`src/rtl/div_issue_pkg.sv`:
```
// div_issue_pkg
//   Shared definitions for the divider issue front-end: request op
//   encodings, issue FSM states and the divide-by-zero quotient value.
package div_issue_pkg;

    // Request op encodings as presented on req_op.
    typedef enum logic [1:0] {
        OP_UQ = 2'b00,   // unsigned quotient
        OP_UR = 2'b01,   // unsigned remainder
        OP_SQ = 2'b10,   // signed quotient
        OP_SR = 2'b11    // signed remainder
    } op_e;

    // Issue FSM states.
    typedef enum logic [1:0] {
        IDLE   = 2'b00,
        LAUNCH = 2'b01,
        WAIT   = 2'b10,
        RESP   = 2'b11
    } state_e;

    // Quotient returned for any divide-by-zero, regardless of operand signs.
    localparam logic [15:0] DIV0_QUOT = 16'hFFFF;

    // Bit 1 of the op selects signed handling.
    function automatic logic op_signed(input op_e op);
        return op[1];
    endfunction

endpackage

```
`src/rtl/div_req_fifo.sv`:
```
// div_req_fifo
//   Synchronous DEPTH x DW request FIFO. Pointers carry one extra wrap bit
//   so full and empty are distinguished without a separate counter.
// Ports:
//   clk, rst     clock, asynchronous active-high reset (pointers only)
//   i_push       write i_wdata (ignored while full)
//   i_pop        advance head (ignored while empty)
//   i_wdata      entry to write
//   o_full       no free entries
//   o_empty      no stored entries
//   o_rdata      head entry, valid while !o_empty
module div_req_fifo #(
    parameter int DEPTH = 4,
    parameter int DW    = 34
) (
    input  logic          clk,
    input  logic          rst,
    input  logic          i_push,
    input  logic          i_pop,
    input  logic [DW-1:0] i_wdata,
    output logic          o_full,
    output logic          o_empty,
    output logic [DW-1:0] o_rdata
);

    localparam int AW = $clog2(DEPTH);

    logic [AW:0]   r_wr;
    logic [AW:0]   r_rd;
    logic [DW-1:0] r_mem [DEPTH];
    logic          w_wr_en;
    logic          w_rd_en;

    assign o_empty = (r_wr == r_rd);
    // Same slot, opposite lap.
    assign o_full  = (r_wr[AW] != r_rd[AW]) && (r_wr[AW-1:0] == r_rd[AW-1:0]);
    assign o_rdata = r_mem[r_rd[AW-1:0]];

    assign w_wr_en = i_push && !o_full;
    assign w_rd_en = i_pop && !o_empty;

    always_ff @(posedge clk or posedge rst) begin
        if (rst) begin
            r_wr <= '0;
            r_rd <= '0;
        end else begin
            if (w_wr_en) r_wr <= r_wr + 1'b1;
            if (w_rd_en) r_rd <= r_rd + 1'b1;
        end
    end

    // Storage needs no reset; the pointers define what is valid.
    always_ff @(posedge clk) begin
        if (w_wr_en) r_mem[r_wr[AW-1:0]] <= i_wdata;
    end

endmodule

```
`src/rtl/div_issue.sv`:
```
// div_issue
//   Front-end for the iterative divider. Buffers divide requests, turns
//   signed ops into magnitude divisions, launches the divider, applies the
//   sign / divide-by-zero fix-up and returns results in request order.
// Ports:
//   clk, rst                       clock, asynchronous active-high reset
//   req_valid/req_ready            request handshake (ready = FIFO not full)
//   req_a, req_b, req_op           dividend, divisor, op (see op_e)
//   div_start                      one-cycle start pulse to the divider
//   div_mode                       0 quotient, 1 remainder
//   div_num1, div_num2             dividend / divisor magnitudes
//   div_work, div_rdy, div_result  divider busy, result pulse, result
//   rsp_valid/rsp_ready            response handshake, held until accepted
//   rsp_data, rsp_div0             final result, divisor-was-zero flag
module div_issue
    import div_issue_pkg::*;
#(
    parameter int DEPTH = 4,
    parameter int W     = 16
) (
    input  logic         clk,
    input  logic         rst,
    input  logic         req_valid,
    output logic         req_ready,
    input  logic [W-1:0] req_a,
    input  logic [W-1:0] req_b,
    input  logic [1:0]   req_op,
    output logic         div_start,
    output logic         div_mode,
    output logic [W-1:0] div_num1,
    output logic [W-1:0] div_num2,
    input  logic         div_work,
    input  logic         div_rdy,
    input  logic [W-1:0] div_result,
    output logic         rsp_valid,
    input  logic         rsp_ready,
    output logic [W-1:0] rsp_data,
    output logic         rsp_div0
);

    localparam int FW = 2*W + 2;

    // FIFO
    logic          w_full;
    logic          w_empty;
    logic          w_push;
    logic          w_pop;
    logic [FW-1:0] w_wdata;
    logic [FW-1:0] w_head;
    op_e           w_hop;
    logic [W-1:0]  w_ha;
    logic [W-1:0]  w_hb;
    logic          w_hsa;
    logic          w_hsb;

    assign req_ready = !w_full;
    assign w_push    = req_valid && req_ready;
    assign w_wdata   = {req_op, req_a, req_b};

    div_req_fifo #(.DEPTH(DEPTH), .DW(FW)) u_fifo (
        .clk     (clk),
        .rst     (rst),
        .i_push  (w_push),
        .i_pop   (w_pop),
        .i_wdata (w_wdata),
        .o_full  (w_full),
        .o_empty (w_empty),
        .o_rdata (w_head)
    );

    assign w_hop = op_e'(w_head[FW-1 -: 2]);
    assign w_ha  = w_head[2*W-1 -: W];
    assign w_hb  = w_head[W-1:0];
    // Sign bits only matter for signed ops; unsigned operands pass through.
    assign w_hsa = op_signed(w_hop) && w_ha[W-1];
    assign w_hsb = op_signed(w_hop) && w_hb[W-1];

    // FSM
    state_e r_state;
    state_e w_next;
    logic   w_capture;

    always_ff @(posedge clk or posedge rst) begin
        if (rst) r_state <= IDLE;
        else     r_state <= w_next;
    end

    always_comb begin
        w_next    = r_state;
        w_pop     = 1'b0;
        w_capture = 1'b0;
        case (r_state)
            IDLE: begin
                if (!w_empty && !div_work) begin
                    w_pop  = 1'b1;
                    w_next = LAUNCH;
                end
            end
            LAUNCH: w_next = WAIT;
            WAIT: begin
                if (div_rdy) begin
                    w_capture = 1'b1;
                    w_next    = RESP;
                end
            end
            RESP: begin
                if (rsp_ready) w_next = IDLE;
            end
            default: w_next = IDLE;
        endcase
    end

    assign div_start = (r_state == LAUNCH);
    assign rsp_valid = (r_state == RESP);

    // Operand registers
    logic [W-1:0] r_num1;
    logic [W-1:0] r_num2;
    logic [W-1:0] r_a;
    logic         r_mode;
    op_e          r_op;
    logic         r_sa;
    logic         r_sb;
    logic         r_div0;

    always_ff @(posedge clk or posedge rst) begin
        if (rst) begin
            r_num1 <= '0;
            r_num2 <= '0;
            r_a    <= '0;
            r_mode <= 1'b0;
            r_op   <= OP_UQ;
            r_sa   <= 1'b0;
            r_sb   <= 1'b0;
            r_div0 <= 1'b0;
        end else if (w_pop) begin
            r_num1 <= w_hsa ? -w_ha : w_ha;
            r_num2 <= w_hsb ? -w_hb : w_hb;
            r_a    <= w_ha;
            r_mode <= w_hop[0];
            r_op   <= w_hop;
            r_sa   <= w_hsa;
            r_sb   <= w_hsb;
            r_div0 <= (w_hb == '0);
        end
    end

    assign div_num1 = r_num1;
    assign div_num2 = r_num2;
    assign div_mode = r_mode;

    // Result fix-up. Remainder takes the dividend's sign; divide-by-zero
    // bypasses the divider result and returns fixed / original values.
    logic [W-1:0] w_fix;

    always_comb begin
        w_fix = div_result;
        if (r_div0)
            w_fix = r_mode ? r_a : W'(DIV0_QUOT);
        else if (r_op == OP_SQ && (r_sa ^ r_sb))
            w_fix = -div_result;
        else if (r_op == OP_SR && r_sa)
            w_fix = -div_result;
    end

    logic [W-1:0] r_rsp_data;
    logic         r_rsp_div0;

    always_ff @(posedge clk or posedge rst) begin
        if (rst) begin
            r_rsp_data <= '0;
            r_rsp_div0 <= 1'b0;
        end else if (w_capture) begin
            r_rsp_data <= w_fix;
            r_rsp_div0 <= r_div0;
        end
    end

    assign rsp_data = r_rsp_data;
    assign rsp_div0 = r_rsp_div0;

endmodule

```
`config.mk`:
```
export PLATFORM = sky130hd
export DESIGN_NAME = div_issue
export DESIGN_NICKNAME = d
export VERILOG_FILES = /design/src/rtl/div_issue_pkg.sv /design/src/rtl/div_req_fifo.sv /design/src/rtl/div_issue.sv
export SDC_FILE = /design/constraint.sdc
export NUM_CORES = 1
export LEC_CHECK = 0
export ABC_AREA = 1
export BUFFER_PORTS_ARGS = -buffer_cell sky130_fd_sc_hd__buf_2
export CAP_MARGIN = 20
export CORE_MARGIN = 10
export CORE_UTILIZATION = 43
export DETAILED_ROUTE_END_ITERATION = 7
export SYNTH_ARGS = -nofsm -noshare
export SYNTH_HDL_FRONTEND = slang
export SYNTH_SLANG_ARGS = --single-unit
export TNS_END_PERCENT = 100
```
`constraint.sdc`:
```
create_clock -name clk -period 2.6 [get_ports clk]
set_input_delay 0.39 -clock clk [delete_from_list [all_inputs] [get_ports clk]]
set_output_delay 0.39 -clock clk [all_outputs]
set_load 0.01 [all_outputs]
```
## Yosys cells after proc, flatten, opt, wreduce, memory -nomap -nowiden

Memories as Yosys holds them, arrays and structs flattened.
Cells that the tools add are included.

- Flip-flop bits (word level): 79
- Bits in latches: 0
- Bits in writable memories: 136
- Memory bits (read-only): 0
- Output and inout bits: 53
- Logic and storage cells: 62
- Memories kept: 1

Memories:

| name | words | width | rd ports | clocked after Yosys merged registers in | write ports | line | source |
|---|---|---|---|---|---|---|---|
| u_fifo.r_mem | 4 | 34 | 1 | 0 | 1 | div_req_fifo.sv:30 | `logic [DW-1:0] r_mem [DEPTH];` |

- Add/sub/neg operators: 5
- Multipliers: 0
- Div/mod/pow operators: 0
- Magnitude comparators: 0
- Equal/unequal tests: 11
- Shifts and indexed selects: 0
- Muxes and demuxes: 16
- Bitwise operators: 1
- Reduce and logical (&&, ||, !) cells: 15

Operators by type and width:

| operator | count |
|---|---|
| $mux W16 | 6 |
| $neg A16 Y16 | 3 |
| $logic_not A16 Y1 | 1 |
| $logic_and A1 B1 Y1 | 9 |
| $eq A2 B2 Y1 const B | 4 |
| $pmux W2 S4 | 1 |
| $add A3 B1 Y3 const B | 2 |
| $mux W1 | 6 |
| $mux W2 | 3 |
| $ne A2 B2 Y1 const B | 2 |
| $eq A3 B3 Y1 | 1 |
| $logic_not A1 Y1 | 3 |
| $reduce_and A3 Y1 | 1 |
| $eq A2 B1 Y1 const B | 1 |
| $eq A2 B2 Y1 | 1 |
| $logic_not A2 Y1 | 1 |
| $ne A2 B1 Y1 const B | 1 |
| $ne A1 B1 Y1 | 1 |
| $xor A1 B1 Y1 | 1 |

## Logic depth before layout (Yosys ltp)

Gate-level depths: netlist of run 1.

- Word-level depth: 7
- Depth in mapped cells: 15

## Cells and area by module

From an unflattened synthesis of run 1, not the netlist that was laid out.

- Cell total of the unflattened synthesis: 985
- Area, all modules: 9584.2 um2

Modules (own cells, without submodules):

| module | times used | cells each | area each (um2) | sequential area each (um2) |
|---|---|---|---|---|
| div_req_fifo | 1 | 391 | 5499.0 | 4234.1 |
| div_issue | 1 | 594 | 4085.2 | 1776.7 |

## Worst setup path before layout of run 1

No wires, ideal clock.

- Path kind: reg2reg
- From: reg u_fifo.r_rd[1]
- To: mem u_fifo.r_mem[3][0], enable pin
- Setup time: 428 ps
- Arrival: 2519 ps
- Setup slack: -347 ps
- Stages on the path, launching flop included: 7
- Buffers on the path: 1
- Cells stage by stage: dfrtp_1 > buf_4 > xor2_1 > nor2_1 > nand2_1 > nand2_1 > nor2_1

- Cells in the longest elaborated chain, start to end: 7

Ends and longest elaborated chain:

| what | line | source |
|---|---|---|
| start, declared | div_req_fifo.sv:29 | `logic [AW:0] r_rd;` |
| start signal, assigned | div_req_fifo.sv:48 | `if (w_rd_en) r_rd <= r_rd + 1'b1;` |
| $eq A2 B2 Y1 * | div_req_fifo.sv:36 | `assign o_full = (r_wr[AW] != r_rd[AW]) && (r_wr[AW-1:0] == r_rd[AW-1:0]);` |
| $logic_and A1 B1 Y1 * | div_req_fifo.sv:36 |  |
| $logic_not A1 Y1 * | div_issue.sv:56 | `assign req_ready = !w_full;` |
| via req_ready | div_issue.sv:24 | `output logic req_ready,` |
| $logic_and A1 B1 Y1 | div_issue.sv:57 | `assign w_push = req_valid && req_ready;` |
| $logic_and A1 B1 Y1 * | div_req_fifo.sv:39 | `assign w_wr_en = i_push && !o_full;` |
| $mux W1 * | div_req_fifo.sv:54 | `if (w_wr_en) r_mem[r_wr[AW-1:0]] <= i_wdata;` |
| $mux W1 (not written as such) * | div_req_fifo.sv:54 |  |
| end, declared | div_req_fifo.sv:30 |  |

The timed path passes the listed nets; every way through them passes the cells marked *.

## Worst setup path after layout of run 1

- From: reg r_op[0]
- To: reg r_rsp_data[15], in the netlist rsp_data[15]

- Cells in the longest elaborated chain, start to end: 5
- Elaborated cells between the ends (all ways): 7

Ends and longest elaborated chain:

| what | line | source |
|---|---|---|
| start, declared | div_issue.sv:121 | `op_e r_op;` |
| start signal, assigned | div_issue.sv:141 | `r_op <= w_hop;` |
| $eq A2 B2 Y1 | div_issue.sv:162 | `else if (r_op == OP_SR && r_sa)` |
| $logic_and A1 B1 Y1 | div_issue.sv:162 |  |
| $mux W16 | div_issue.sv:162 |  |
| $mux W16 * | div_issue.sv:160 | `else if (r_op == OP_SQ && (r_sa ^ r_sb))` |
| $mux W16 * | div_issue.sv:158 | `if (r_div0)` |
| end signal, assigned | div_issue.sv:174 | `r_rsp_data <= w_fix;` |
| end, declared | div_issue.sv:166 | `logic [W-1:0] r_rsp_data;` |

Mark *: on every way between the ends. The rest lies on a longest branch, timed or not.
A chain may end at the register's enable or synchronous reset.

==> results.rst, run 1 <==
.. list-table::
   :header-rows: 1

   * - Metric
     - Value
   * - Number of ports placed on the die boundary
     - around 110
   * - Setup repair after global routing missed its margin
     - no
   * - Type of the setup path with the least slack
     - reg -> reg
   * - Number of global-route vias before repair
     - 7,205
   * - Row count
     - 55
   * - Switching power
     - 5.95 mW
   * - Antenna Diode Count
     - 0
   * - Net count, final
     - 1,191
   * - Synth area leaders
     - sky130_fd_sc_hd__edfxtp_1, sky130_fd_sc_hd__dfrtp_1, sky130_fd_sc_hd__nand2_1
   * - Part of the power in registers
     - 35.1%
   * - Drt initial violations
     - 693
   * - Type of the most critical hold path
     - in -> reg
   * - Non-Filler Instances
     - between 1,000 and 1,500
   * - Achievable Freq
     - 0.455 GHz
   * - Share of the cycle needed by the critical path after routing
     - 84.5%
   * - Input/output buffers
     - 108
   * - Top fanout value on the critical path
     - 18
   * - Clock transition at the registers of the reported paths
     - 60 ps
   * - Core Region
     - 22,500 um^2
   * - Portion of the post-synthesis area used by sequential elements
     - 61.5%
   * - Post-Synthesis Net Count
     - 1,081
   * - Clock Skews
     - 14.9 ps
   * - Most repeated cell in the gate-level netlist after synthesis
     - sky130_fd_sc_hd__nand2_1
   * - Most used flip-flop cell after synthesis
     - sky130_fd_sc_hd__edfxtp_1
   * - Vertical die dimension
     - roughly 170 um
   * - Post-CTS resize count
     - 0
   * - Total track usage
     - 16.7%
   * - Routed length per placed instance
     - 17.1 um
   * - Minimum setup slack in the final design
     - 404 ps
   * - Final slew viol count
     - 0
   * - Number of clock sinks
     - ~210
   * - Post-synthesis to final-layout area growth
     - 17.8%
   * - Number of standard cells after synthesis
     - 1,012
   * - Vias per inst
     - 5.03
   * - Area of the die
     - about 29,000 um^2
   * - Mean area per synthesized cell
     - 9.66 um^2
   * - Post-synth design cell area
     - between 9000 and 10,000 um^2
   * - Maximum capacitance violations
     - 0
   * - Leakage component of the power
     - 4.99 nW
   * - Number of cells in the design after placement
     - 1,380
   * - Status
     - finished clean
   * - Net Sw Frac
     - 39.7%
   * - Worst endpoint data arrival time
     - 2640 ps
   * - H-Tree Depth
     - 1
   * - Hold buffer count at CTS
     - 1
   * - Count of yosys warnings during synthesis
     - 0
   * - Initial antenna violation count
     - 2
   * - EDFF count, synth
     - between 100 and 150
   * - Hpwl dp
     - 16,500 um
   * - Combinational share of power
     - roughly two fifths
   * - Count of different cell masters after synthesis
     - 40
   * - Remaining max-slew budget at the tightest pin
     - 53.8%
   * - Top-area cell type share of the netlist area
     - 41.8%
   * - First-pass GRT wire length
     - 38,900 um
   * - Number of clock buffers inserted by TritonCTS
     - 24
   * - Buffer type at the clock tree root
     - sky130_fd_sc_hd__clkbuf_16
   * - Remaining design rule violation count
     - 0
   * - Slew at the pin with the worst max-slew slack
     - just under 700 ps
   * - Library cell with the largest summed area after synthesis
     - sky130_fd_sc_hd__edfxtp_1
   * - Req. time, crit path
     - 3040 ps
   * - Internal power consumption
     - 9.02 mW
   * - Fraction of layout cells with a size suffix above 1
     - between 10% and 20%
   * - Congestion Overflow GR
     - 0
   * - Final number of hold-violating endpoints
     - 0
   * - FF+latch count, synth
     - 213
   * - Via count of the routed design
     - between 7,000 and 8,000
   * - Maximum number of pins on one net before global-route repair
     - 60
   * - Antenna violation net count after detailed routing
     - 0
   * - Width of the die
     - 171 um
   * - Total of endpoints with negative setup slack in the final report
     - 0
   * - Peak supply drop
     - 620 uV
   * - CTS tree
     - done
   * - Total routed wirelength
     - 24,300 um
   * - Pwr Density
     - 1300 nW/um^2
   * - Post-route minimum period
     - 2200 ps
   * - Initial core utilization
     - 43.4%
   * - Clk_lat worst skew
     - 510 ps
   * - Maximum count of clock buffers along a single path
     - 3
   * - Critical path startpoint category
     - flip-flop
   * - Type of destination of the critical path
     - flip-flop
   * - Most instantiated cells after synthesis
     - sky130_fd_sc_hd__nand2_1, sky130_fd_sc_hd__edfxtp_1, sky130_fd_sc_hd__nand3_1
   * - Clock power frac
     - 24.3%
   * - Post-CTS Setup Bufs
     - 0
   * - Minimum setup slack after placement
     - 426 ps
   * - Async S/R FF share, synth
     - around 36%
   * - Final weighted congestion in routability-driven placement
     - between 0.8 and 0.9
   * - Total iterations of the first detailed-routing run
     - 7
   * - Final standard cell utilization of the core
     - between 50% and 60%
## cell type report
cell class	count	area, um^2
fill	2111	11000
sequential	213	6010
multi-input combinational	693	3280
timing repair buffer	127	761
clock buffer	33	696
tap	285	357
inverter	63	240
clock inverter	11	166
## kinds of logic (layout without fill, tap and decap cells)
logic type	count (synthesis)	after routing	synth area share (%)
adders and majority gates	13	13	1.66
DFF	213	213	61.5
and+or+nand+nor	574	574	24.8
buffers and inverters	106	234	5.23
AOI/OAI and AO/OA	92	92	5.59
xor gates and xnor gates	14	14	1.25
## layer usage
metal / vias up / track usage (%) / wire length [um]
met2: 187 / 28.2 / 11700
met1: 3356 / 21.5 / 10800
met5: - / 0 / 35
li1: 3593 / - / -
met4: 4 / 3.78 / 306
met3: 28 / 3.62 / 1540
## cell usage in the layout, fill, tap and decap left out, types with 11 or more instances in the layout
cell type / Yosys / routed
sky130_fd_sc_hd__a21oi_1: 19 / 19
sky130_fd_sc_hd__buf_2: 20 / 108
sky130_fd_sc_hd__buf_4: 7 / 12
sky130_fd_sc_hd__clkbuf_16: 0 / 25
sky130_fd_sc_hd__dfrtp_1: 77 / 76
sky130_fd_sc_hd__edfxtp_1: 136 / 136
sky130_fd_sc_hd__ha_1: 13 / 13
sky130_fd_sc_hd__inv_1: 58 / 57
sky130_fd_sc_hd__nand2_1: 345 / 345
sky130_fd_sc_hd__nand2_2: 14 / 14
sky130_fd_sc_hd__nand3_1: 111 / 111
sky130_fd_sc_hd__nor2_1: 76 / 72
sky130_fd_sc_hd__o21a_1: 11 / 11
sky130_fd_sc_hd__o21ai_0: 30 / 30
## worst max-delay path, cell delays in order (launching register included)
cell and delay, ps:
sky130_fd_sc_hd__dfrtp_1 430, sky130_fd_sc_hd__inv_1 290, sky130_fd_sc_hd__nand3_1 120, sky130_fd_sc_hd__nand3_1 190, sky130_fd_sc_hd__clkinv_1 430, sky130_fd_sc_hd__nand2_1 310
sky130_fd_sc_hd__nand2_1 70, sky130_fd_sc_hd__nand2_1 60, sky130_fd_sc_hd__nand3_1 60, sky130_fd_sc_hd__a21oi_1 150
## through the flow
step	hold WS (ps)	TNS, ps	area, um^2	total power, mW
final	90.7	0	11500	15.0
after global routing	78.6	0	11500	16.2
after CTS	71.3	0	11500	15.2
after detailed placement	461	0	10600	11.5
after global placement	461	0	10600	11.4
after floorplan	448	-31090	9780	9.61
## registers in the layout, indices dropped and copies added (netlist names)
register / flops
r_state: 2
r_sb: 1
div_num2: 16
r_sa: 1
u_fifo.r_mem: 136
u_fifo.r_wr: 3
r_op: 2
u_fifo.r_rd: 3
r_div0: 1
rsp_div0: 1
rsp_data: 16
div_num1: 16
r_a: 15
## power by group through the flow
stage | Combinational (mW) | Clock (mW) | Sequential, mW
after global placement | 6.07 | 0 | 5.30
after floorplan | 4.27 | 0 | 5.34
after global routing | 6.95 | 3.86 | 5.35
after detailed placement | 6.17 | 0 | 5.31
after CTS | 6.19 | 3.71 | 5.26
final | 6.08 | 3.64 | 5.25
## path summary, 6_finish.rpt
kind                                                      end  cells past startpoint                      from  slack (ps)
worst max-delay path                 rsp_data[15]$_DFFE_PP0P_                      9       r_op[0]$_DFFE_PP0P_         400
worst max register to register       rsp_data[15]$_DFFE_PP0P_                      9       r_op[0]$_DFFE_PP0P_         400
max in group asynchronous          u_fifo.r_rd[0]$_DFFE_PP0P_                      4                       rst        1440
min in group asynchronous             rsp_data[3]$_DFFE_PP0P_                      3                       rst         500
worst min-delay path            u_fifo.r_mem[2][12]$_DFFE_PP_                      1                 req_b[12]          90
worst min register to register       div_num2[13]$_DFFE_PP0P_                      2  div_num2[13]$_DFFE_PP0P_         480
Note: power is estimated with default switching activity, not from simulation.
==> inputs of run 2 (changes only) <==
- ABC_AREA: 1 -> 0
- clock period: 2.6 -> 2.3 ns (I/O delays scaled with it)
==> run 2 against run 1 <==
The flow now finishes with violations (negative setup slack). Setup slack lost 550 ps. Core utilization grew 5.0 points. Clock skew decreased by 3.8 ps. Sequential power increased by 12%. Clock-buffer cell count is 4 lower. Total power rose by 16%. Register-to-register slack got worse by 550 ps. Flip-flop and latch count unchanged. Non-clock buffer count grew 74. Largest power group unchanged.
==> results.rst, run 2 <==
.. list-table::
   :header-rows: 1

   * - Metric
     - Value
   * - Status
     - finished with violations (was finished clean)
   * - Failing checks
     - negative setup slack
   * - Critical path startpoint category
     - flip-flop (unchanged)
   * - Achievable Freq
     - 0.409 GHz (was 0.455 GHz)
   * - Vertical die dimension
     - 166 um (was 171 um)
   * - Width of the die
     - 166 um (was 171 um)
   * - Switching power
     - 5.96 mW (was 5.95 mW)
   * - Routed length per placed instance
     - 18.4 um (was 17.1 um)
   * - WHS
     - 42.9 ps (was 90.7 ps)
   * - Remaining max-slew budget at the tightest pin
     - 39.3% (was 53.8%)
   * - Worst hold start
     - req_b[13] (was req_b[12])
   * - Req. time, crit path
     - 2690 ps (was 3040 ps)
   * - Core Region
     - 21,000 um^2 (was 22,500 um^2)
   * - Final number of hold-violating endpoints
     - 0 (unchanged)
   * - Total routed wirelength
     - 21,200 um (was 24,300 um)
   * - Post-Synthesis Net Count
     - 732 (was 1,081)
   * - FF+latch count, synth
     - 213 (unchanged)
   * - H-Tree Depth
     - 1 (unchanged)
   * - Number of global-route vias before repair
     - 6,162 (was 7,205)
   * - Number of ports placed on the die boundary
     - 109 (unchanged)
   * - Minimum setup slack after placement
     - -202 ps (was 426 ps)
   * - Drt initial violations
     - 377 (was 693)
   * - Max FFs per register
     - 136 (unchanged)
   * - Hpwl dp
     - 14,600 um (was 16,500 um)
   * - Mean area per synthesized cell
     - 13.8 um^2 (was 9.66 um^2)
   * - Top fanout value on the critical path
     - 4 (was 18)
   * - Most repeated cell in the gate-level netlist after synthesis
     - sky130_fd_sc_hd__edfxtp_1 (was sky130_fd_sc_hd__nand2_1)
   * - Leakage component of the power
     - 4.71 nW (was 4.99 nW)
   * - Minimum setup slack in the final design
     - -143 ps (was 404 ps)
   * - Post-route minimum period
     - 2440 ps (was 2200 ps)
   * - Part of the power in registers
     - 33.9% (was 35.1%)
   * - Commonest non-fill, non-tap cell in the layout
     - sky130_fd_sc_hd__edfxtp_1 (was sky130_fd_sc_hd__nand2_1)
   * - Number of clock buffers inserted by TritonCTS
     - 24 (unchanged)
   * - Internal power consumption
     - 11.4 mW (was 9.02 mW)
   * - Antenna violation net count after detailed routing
     - 0 (unchanged)
   * - First-pass GRT wire length
     - 33,800 um (was 38,900 um)
   * - Synth area leaders
     - sky130_fd_sc_hd__edfxtp_1, sky130_fd_sc_hd__dfrtp_1, sky130_fd_sc_hd__mux4_2 (was sky130_fd_sc_hd__edfxtp_1, sky130_fd_sc_hd__dfrtp_1, sky130_fd_sc_hd__nand2_1)
   * - EDFF count, synth
     - 136 (unchanged)
   * - Count of different cell masters after synthesis
     - 49 (was 40)
   * - Maximum count of clock buffers along a single path
     - 3 (unchanged)
   * - Fraction of layout cells with a size suffix above 1
     - 36.1% (was 17.6%)
   * - Clock Skews
     - 11.1 ps (was 14.9 ps)
   * - Total track usage
     - 14.8% (was 16.7%)
   * - Post-synth design cell area
     - 9120 um^2 (was 9780 um^2)
   * - Count of yosys warnings during synthesis
     - 0 (unchanged)
   * - Non-Filler Instances
     - 1,152 (was 1,425)
   * - Crit-path max cell delay
     - 560 ps (was 430 ps)
   * - Worst setup path start
     - u_fifo.r_rd[0]$_DFFE_PP0P_ (was r_op[0]$_DFFE_PP0P_)
   * - Startpoint of the lowest-slack register-to-register path
     - u_fifo.r_rd[0]$_DFFE_PP0P_ (was r_op[0]$_DFFE_PP0P_)
   * - CTS tree
     - done (unchanged)
   * - Type of destination of the critical path
     - flip-flop (unchanged)
   * - Pwr Density
     - 1470 nW/um^2 (was 1300 nW/um^2)
   * - Congestion Overflow GR
     - 0 (unchanged)
   * - Number of cells in the design after placement
     - 1,082 (was 1,380)
   * - Final weighted congestion in routability-driven placement
     - 0.856 (was 0.840)
   * - Area of the die
     - 27,400 um^2 (was 29,200 um^2)
   * - Input/output buffers
     - 108 (unchanged)
   * - Share of the cycle needed by the critical path after routing
     - 106% (was 84.5%)
   * - Most instantiated cells after synthesis
     - sky130_fd_sc_hd__edfxtp_1, sky130_fd_sc_hd__nand2_1, sky130_fd_sc_hd__dfrtp_1 (was sky130_fd_sc_hd__nand2_1, sky130_fd_sc_hd__edfxtp_1, sky130_fd_sc_hd__nand3_1)
   * - Initial antenna violation count
     - 4 (was 2)
   * - Net count, final
     - 929 (was 1,191)
   * - Type of the most critical hold path
     - in -> reg (unchanged)
   * - Remaining design rule violation count
     - 0 (unchanged)
   * - Post-synthesis to final-layout area growth
     - 29.0% (was 17.8%)
   * - Via count of the routed design
     - 5,959 (was 7,168)
   * - Peak supply drop
     - 609 uV (was 620 uV)
   * - Library cell with the largest summed area after synthesis
     - sky130_fd_sc_hd__edfxtp_1 (unchanged)
   * - Worst endpoint data arrival time
     - 2840 ps (was 2640 ps)
   * - Antenna Diode Count
     - 0 (unchanged)
   * - Combinational share of power
     - 44.1% (was 40.6%)
   * - Layout Cell Area excl Fill
     - 11,800 um^2 (was 11,500 um^2)
   * - Clk_lat worst skew
     - 510 ps (about the same)
   * - Instance area at placement
     - 10,500 um^2 (was 10,600 um^2)
   * - Minimum setup slack among reg-to-reg paths
     - -140 ps (was 400 ps)
   * - Type of the setup path with the least slack
     - reg -> reg (unchanged)
   * - Net Sw Frac
     - 34.4% (was 39.7%)
   * - Portion of the post-synthesis area used by sequential elements
     - 65.9% (was 61.5%)
   * - Worst path slowest cell
     - sky130_fd_sc_hd__or4_4 (was sky130_fd_sc_hd__dfrtp_1)
   * - Clock transition at the registers of the reported paths
     - 60 ps (about the same)
   * - Design Power
     - 17.3 mW (was 15.0 mW)
   * - Maximum capacitance violations
     - 0 (unchanged)
   * - Top-area cell type share of the netlist area
     - 44.8% (was 41.8%)
   * - Initial core utilization
     - 43.5% (was 43.4%)
   * - Number of standard cells after synthesis
     - 663 (was 1,012)
   * - Total iterations of the first detailed-routing run
     - 6 (was 7)
   * - Most used flip-flop cell after synthesis
     - sky130_fd_sc_hd__edfxtp_1 (unchanged)
   * - Clock power frac
     - 22.0% (was 24.3%)
   * - Maximum number of pins on one net before global-route repair
     - 36 (was 60)
   * - Buffer type at the clock tree root
     - sky130_fd_sc_hd__clkbuf_16 (unchanged)
   * - Final slew viol count
     - 0 (unchanged)
   * - Vias per inst
     - 5.17 (was 5.03)
   * - Total of endpoints with negative setup slack in the final report
     - 18 (was 0)
   * - Commonest cells after routing, fill and taps aside
     - sky130_fd_sc_hd__edfxtp_1, sky130_fd_sc_hd__buf_2, sky130_fd_sc_hd__nand2_1 (was sky130_fd_sc_hd__nand2_1, sky130_fd_sc_hd__edfxtp_1, sky130_fd_sc_hd__nand3_1)
   * - Number of clock sinks
     - 213 (unchanged)
   * - Slew at the pin with the worst max-slew slack
     - 911 ps (was 692 ps)
   * - Setup repair after global routing missed its margin
     - yes (was no)
   * - Async S/R FF share, synth
     - 36.2% (unchanged)
   * - Row count
     - 53 (was 55)
   * - Critical Path, Cell by Cell
     - buf_12 > mux4_2 > or4_4 > or2_4 > buf_4 > o21bai_4 > xor2_1 > o21ai_1 (was inv_1 > nand3_1 > nand3_1 > clkinv_1 > nand2_1 > nand2_1 > nand2_1 > nand3_1 > a21oi_1)
==> run 2: cell types whose count changed after synthesis, sizes merged, moves of 7 or more <==
cell and change:
a31oi +8, clkbuf +13, inv -44, nor2 -52
o21a -11, nand3 -111, nand2 -256, nand4 -7
mux4 +34, buf -26, a21oi -8, o21ai +26
xnor2 +28, nor3 +18
==> run 2: layout make-up <==
cell class              instances  area (um^2)
fillers                      1721         9190
flip-flops and latches        213         6010
multi-input cells             401         3090
repair buffers                201         1440
clock buffers                  29          639
well taps                     275          344
clock inverters                14          159
inverters                      19         77.6
==> run 2: logic make-up (layout without fill, tap and decap cells) <==
kind of cell / after synthesis / after routing / share of synthesized area [%]
flops: 213 / 213 / 65.9
simple gates: 201 / 201 / 10.5
compound gates: 100 / 100 / 5.91
buf+inv: 49 / 263 / 2.26
xor+xnor: 47 / 47 / 4.51
mux: 40 / 40 / 9.11
fa+ha+maj: 13 / 13 / 1.78
==> run 2: stage by stage <==
step | utilization (%) | setup TNS [ps]
detailed placement | 50.0 | -2140
CTS | 54.8 | -500
global route | 56.2 | -3150
finish | 56.2 | -1120
floorplan | - | -193
global placement | 50.0 | -1480
==> run 2: power groups by stage <==
stage	sequential (mW)	clock, mW	combinational (mW)
after floorplan	5.97	0	3.85
after global placement	5.90	0	6.47
after detailed placement	5.97	0	6.57
after CTS	5.89	3.89	7.05
after global routing	5.98	4.06	8.35
final	5.87	3.81	7.65
==> run 2: final timing paths <==
path                                            endpoint  cells past startpoint
min reg2reg                      rsp_data[3]$_DFFE_PP0P_                      2
max reg2reg                      div_num1[7]$_DFFE_PP0P_                      8
min in group asynchronous       rsp_data[15]$_DFFE_PP0P_                      3
max                              div_num1[7]$_DFFE_PP0P_                      8
min                        u_fifo.r_mem[0][13]$_DFFE_PP_                      1
max in group asynchronous     u_fifo.r_rd[0]$_DFFE_PP0P_                      4
==> run 2: worst max-delay path: cells and delay by family (launching register included) <==
family | cells | cell delay (ps)
flip-flops | 1 | 410
AND/OR/NAND/NOR | 2 | 820
multiplexers | 1 | 500
buffers and inverters | 2 | 260
AO/OA/AOI/OAI | 2 | 180
XOR/XNOR | 1 | 150
==> run 2: timing repair <==
| item | CTS | global route |
|---|---|---|
| hold buffers | 1 | 0 |
| resized for setup | 24 | 57 |
| setup buffers | 13 | 12 |
| cloned | 0 | 2 |
| endpoints found under the setup margin | 20 | 29 |
| endpoints found under the hold margin | 17 | 0 |
| pin swaps | 7 | 33 |
==> run 2: metal layers <==
layer	up-vias	share of wire (%)	global-route usage, %	wire length (um)
li1	2823	-	-	-
met1	2926	45	19.7	9450
met2	164	48	24.0	10100
met3	38	5.5	3.17	1160
met4	8	2.0	3.74	426
met5	-	0.26	0	56
==> inputs of run 3 (changes only) <==
- CORE_MARGIN: 10 -> unset
==> run 3 against run 2 <==
Register-to-register slack better by 50 ps. The run still ends with negative setup slack left. Critical path type unchanged. Highest routed layer unchanged. Hold slack better by 4.7 ps. Global-route usage up 3.6 points. Combinational power down 1%. Routed wire length down 6.6%. Cell count down 1.6%.
==> results.rst, run 3 (synthesized netlist as in run 2, its figures left out) <==
.. list-table::
   :header-rows: 1

   * - Metric
     - Value
   * - Worst endpoint data arrival time
     - 2780 ps (was 2840 ps)
   * - Core Region
     - 20,500 um^2 (was 21,000 um^2)
   * - Maximum count of clock buffers along a single path
     - 3 (unchanged)
   * - Input/output buffers
     - 108 (unchanged)
   * - Initial core utilization
     - 44.5% (was 43.5%)
   * - Commonest non-fill, non-tap cell in the layout
     - sky130_fd_sc_hd__edfxtp_1 (unchanged)
   * - Slew at the pin with the worst max-slew slack
     - 847 ps (was 911 ps)
   * - Maximum number of pins on one net before global-route repair
     - 38 (was 36)
   * - Total of endpoints with negative setup slack in the final report
     - 5 (was 18)
   * - Final number of hold-violating endpoints
     - 0 (unchanged)
   * - Area of the die
     - 21,800 um^2 (was 27,400 um^2)
   * - Wire length on met1
     - 9040 um (was 9450 um)
   * - Commonest cells after routing, fill and taps aside
     - sky130_fd_sc_hd__edfxtp_1, sky130_fd_sc_hd__buf_2, sky130_fd_sc_hd__nand2_1 (unchanged)
   * - Number of cells in the design after placement
     - 1,067 (was 1,082)
   * - Worst path slowest cell
     - sky130_fd_sc_hd__or4_4 (unchanged)
   * - Achievable Freq
     - 0.417 GHz (was 0.409 GHz)
   * - Pwr Density
     - 1450 nW/um^2 (was 1470 nW/um^2)
   * - Remaining design rule violation count
     - 0 (unchanged)
   * - Type of the setup path with the least slack
     - reg -> reg (unchanged)
   * - Clk_lat worst skew
     - 520 ps (was 510 ps)
   * - Number of clock sinks
     - 213 (unchanged)
   * - Final slew viol count
     - 0 (unchanged)
   * - Initial antenna violation count
     - 1 (was 4)
   * - Type of the most critical hold path
     - in -> reg (unchanged)
   * - Maximum capacitance violations
     - 0 (unchanged)
   * - Antenna Diode Count
     - 0 (unchanged)
   * - Routed length per placed instance
     - 17.4 um (was 18.4 um)
   * - Share of the cycle needed by the critical path after routing
     - 104% (was 106%)
   * - Status
     - finished with violations (unchanged)
   * - WHS
     - 47.5 ps (was 42.9 ps)
   * - Type of destination of the critical path
     - flip-flop (unchanged)
   * - Critical Path, Cell by Cell
     - buf_12 > mux4_2 > or4_4 > or2_4 > o21bai_1 > xor2_1 > o21ai_1 (was buf_12 > mux4_2 > or4_4 > or2_4 > buf_4 > o21bai_4 > xor2_1 > o21ai_1)
   * - Setup repair after global routing missed its margin
     - yes (unchanged)
   * - H-Tree Depth
     - 1 (unchanged)
   * - Leakage component of the power
     - 4.63 nW (was 4.71 nW)
   * - Width of the die
     - 148 um (was 166 um)
   * - Peak supply drop
     - 686 uV (was 609 uV)
   * - Minimum setup slack in the final design
     - -96.8 ps (was -143 ps)
   * - Total iterations of the first detailed-routing run
     - 4 (was 6)
   * - Row count
     - 52 (was 53)
   * - Antenna violation net count after detailed routing
     - 0 (unchanged)
   * - Failing checks
     - negative setup slack (unchanged)
   * - Total track usage
     - 18.4% (was 14.8%)
   * - Post-synthesis to final-layout area growth
     - 27.9% (was 29.0%)
   * - Clock Skews
     - 14.1 ps (was 11.1 ps)
   * - DR WL met2
     - 9230 um (was 10,100 um)
   * - Net count, final
     - 916 (was 929)
   * - Top fanout value on the critical path
     - 4 (unchanged)
   * - First-pass GRT wire length
     - 31,400 um (was 33,800 um)
   * - Buffer type at the clock tree root
     - sky130_fd_sc_hd__clkbuf_16 (unchanged)
   * - Layout Cell Area excl Fill
     - 11,700 um^2 (was 11,800 um^2)
   * - Drt initial violations
     - 372 (was 377)
   * - Vertical die dimension
     - 148 um (was 166 um)
   * - Req. time, crit path
     - 2680 ps (was 2690 ps)
   * - Instance area at placement
     - 10,400 um^2 (was 10,500 um^2)
   * - Number of global-route vias before repair
     - 5,911 (was 6,162)
   * - Final standard cell utilization of the core
     - 56.9% (was 56.2%)
   * - Non-Filler Instances
     - 1,134 (was 1,152)
   * - Post-route minimum period
     - 2400 ps (was 2440 ps)
   * - Total routed wirelength
     - 19,800 um (was 21,200 um)
   * - Clock transition at the registers of the reported paths
     - 60 ps (about the same)
   * - Via count of the routed design
     - 5,866 (was 5,959)
   * - Fraction of layout cells with a size suffix above 1
     - 35.4% (was 36.1%)
   * - Congestion Overflow GR
     - 0 (unchanged)
   * - Uppermost layer routed
     - met5 (unchanged)
   * - Critical path startpoint category
     - flip-flop (unchanged)
   * - Hpwl dp
     - 13,400 um (was 14,600 um)
   * - CTS tree
     - done (unchanged)
   * - Crit-path max cell delay
     - 570 ps (was 560 ps)
   * - Number of clock buffers inserted by TritonCTS
     - 23 (was 24)
   * - Vias per inst
     - 5.17 (about the same)
   * - Final weighted congestion in routability-driven placement
     - 0.822 (was 0.856)
   * - Max FFs per register
     - 136 (unchanged)
   * - Detailed-routed wire length on met3
     - 1130 um (was 1160 um)
   * - Remaining max-slew budget at the tightest pin
     - 43.5% (was 39.3%)
   * - Number of ports placed on the die boundary
     - 109 (unchanged)
[run 3: changes by cell type in the layout (fill, tap and decap cells not counted), sizes merged]
cell,before,now
buf,198,187
bufinv,3,1
clkinvlp,3,1
clkbuf,31,32
inv,17,18
[run 3: power breakdown]
group | leakage, nW | total, mW | switching [mW] | internal [mW]
combinational | 2.08 | 7.55 | 3.95 | 3.60
clock | 0.356 | 3.49 | 1.43 | 2.06
sequential | 2.19 | 5.84 | 0.502 | 5.34
[run 3: path summary, 6_finish.rpt]
path | start | endpoint | slack (ps) | cells after the start
max | u_fifo.r_rd[0]$_DFFE_PP0P_ | div_num1[7]$_DFFE_PP0P_ | -100 | 7
min | req_b[14] | u_fifo.r_mem[3][14]$_DFFE_PP_ | 50 | 1
max reg2reg | u_fifo.r_rd[0]$_DFFE_PP0P_ | div_num1[7]$_DFFE_PP0P_ | -100 | 7
min reg2reg | rsp_data[0]$_DFFE_PP0P_ | rsp_data[0]$_DFFE_PP0P_ | 470 | 2
max in group asynchronous | rst | div_num2[8]$_DFFE_PP0P_ | 1160 | 4
min in group asynchronous | rst | rsp_data[1]$_DFFE_PP0P_ | 510 | 3
[run 3: stage by stage]
stage | TNS (ps) | setup WS, ps | total power, mW
2_1_floorplan | -193 | -46.0 | 9.81
3_3_place_gp | -266 | -82.6 | 12.2
3_5_place_dp | -866 | -123 | 12.4
4_1_cts | -358 | -94.3 | 16.4
5_1_grt | -1570 | -163 | 17.9
6_report | -236 | -96.8 | 16.9
[run 3: critical path, delay by kind of cell (launching register included)]
kind	cells	cell delay [ps]
and+or+nand+nor	2	820
muxes	1	500
DFF	1	410
AOI/OAI and AO/OA	2	240
xor gates and xnor gates	1	170
buffers and inverters	1	120
[run 3: timing repair]
action	CTS	global route
cloned	1	1
pin swaps	15	33
hold buffers	1	0
buffers inserted	10	13
endpoints found under the setup margin	21	26
hold endpoints to repair	30	0
resized for setup	26	53
[run 3: final cells by class]
type | instances | area [um^2]
fill | 1640 | 8830
sequential | 213 | 6010
multi-input combinational | 401 | 3150
timing repair buffer | 189 | 1360
clock buffer | 31 | 636
tap | 270 | 338
clock inverter | 11 | 91.3
inverter | 19 | 75.1
[run 3: per-layer routing]
layer  up-vias  GRT usage, %
met5         -             0
met3        32          3.21
met4         2          4.54
met2       164          29.6
met1      2860          26.0
li1       2808             -
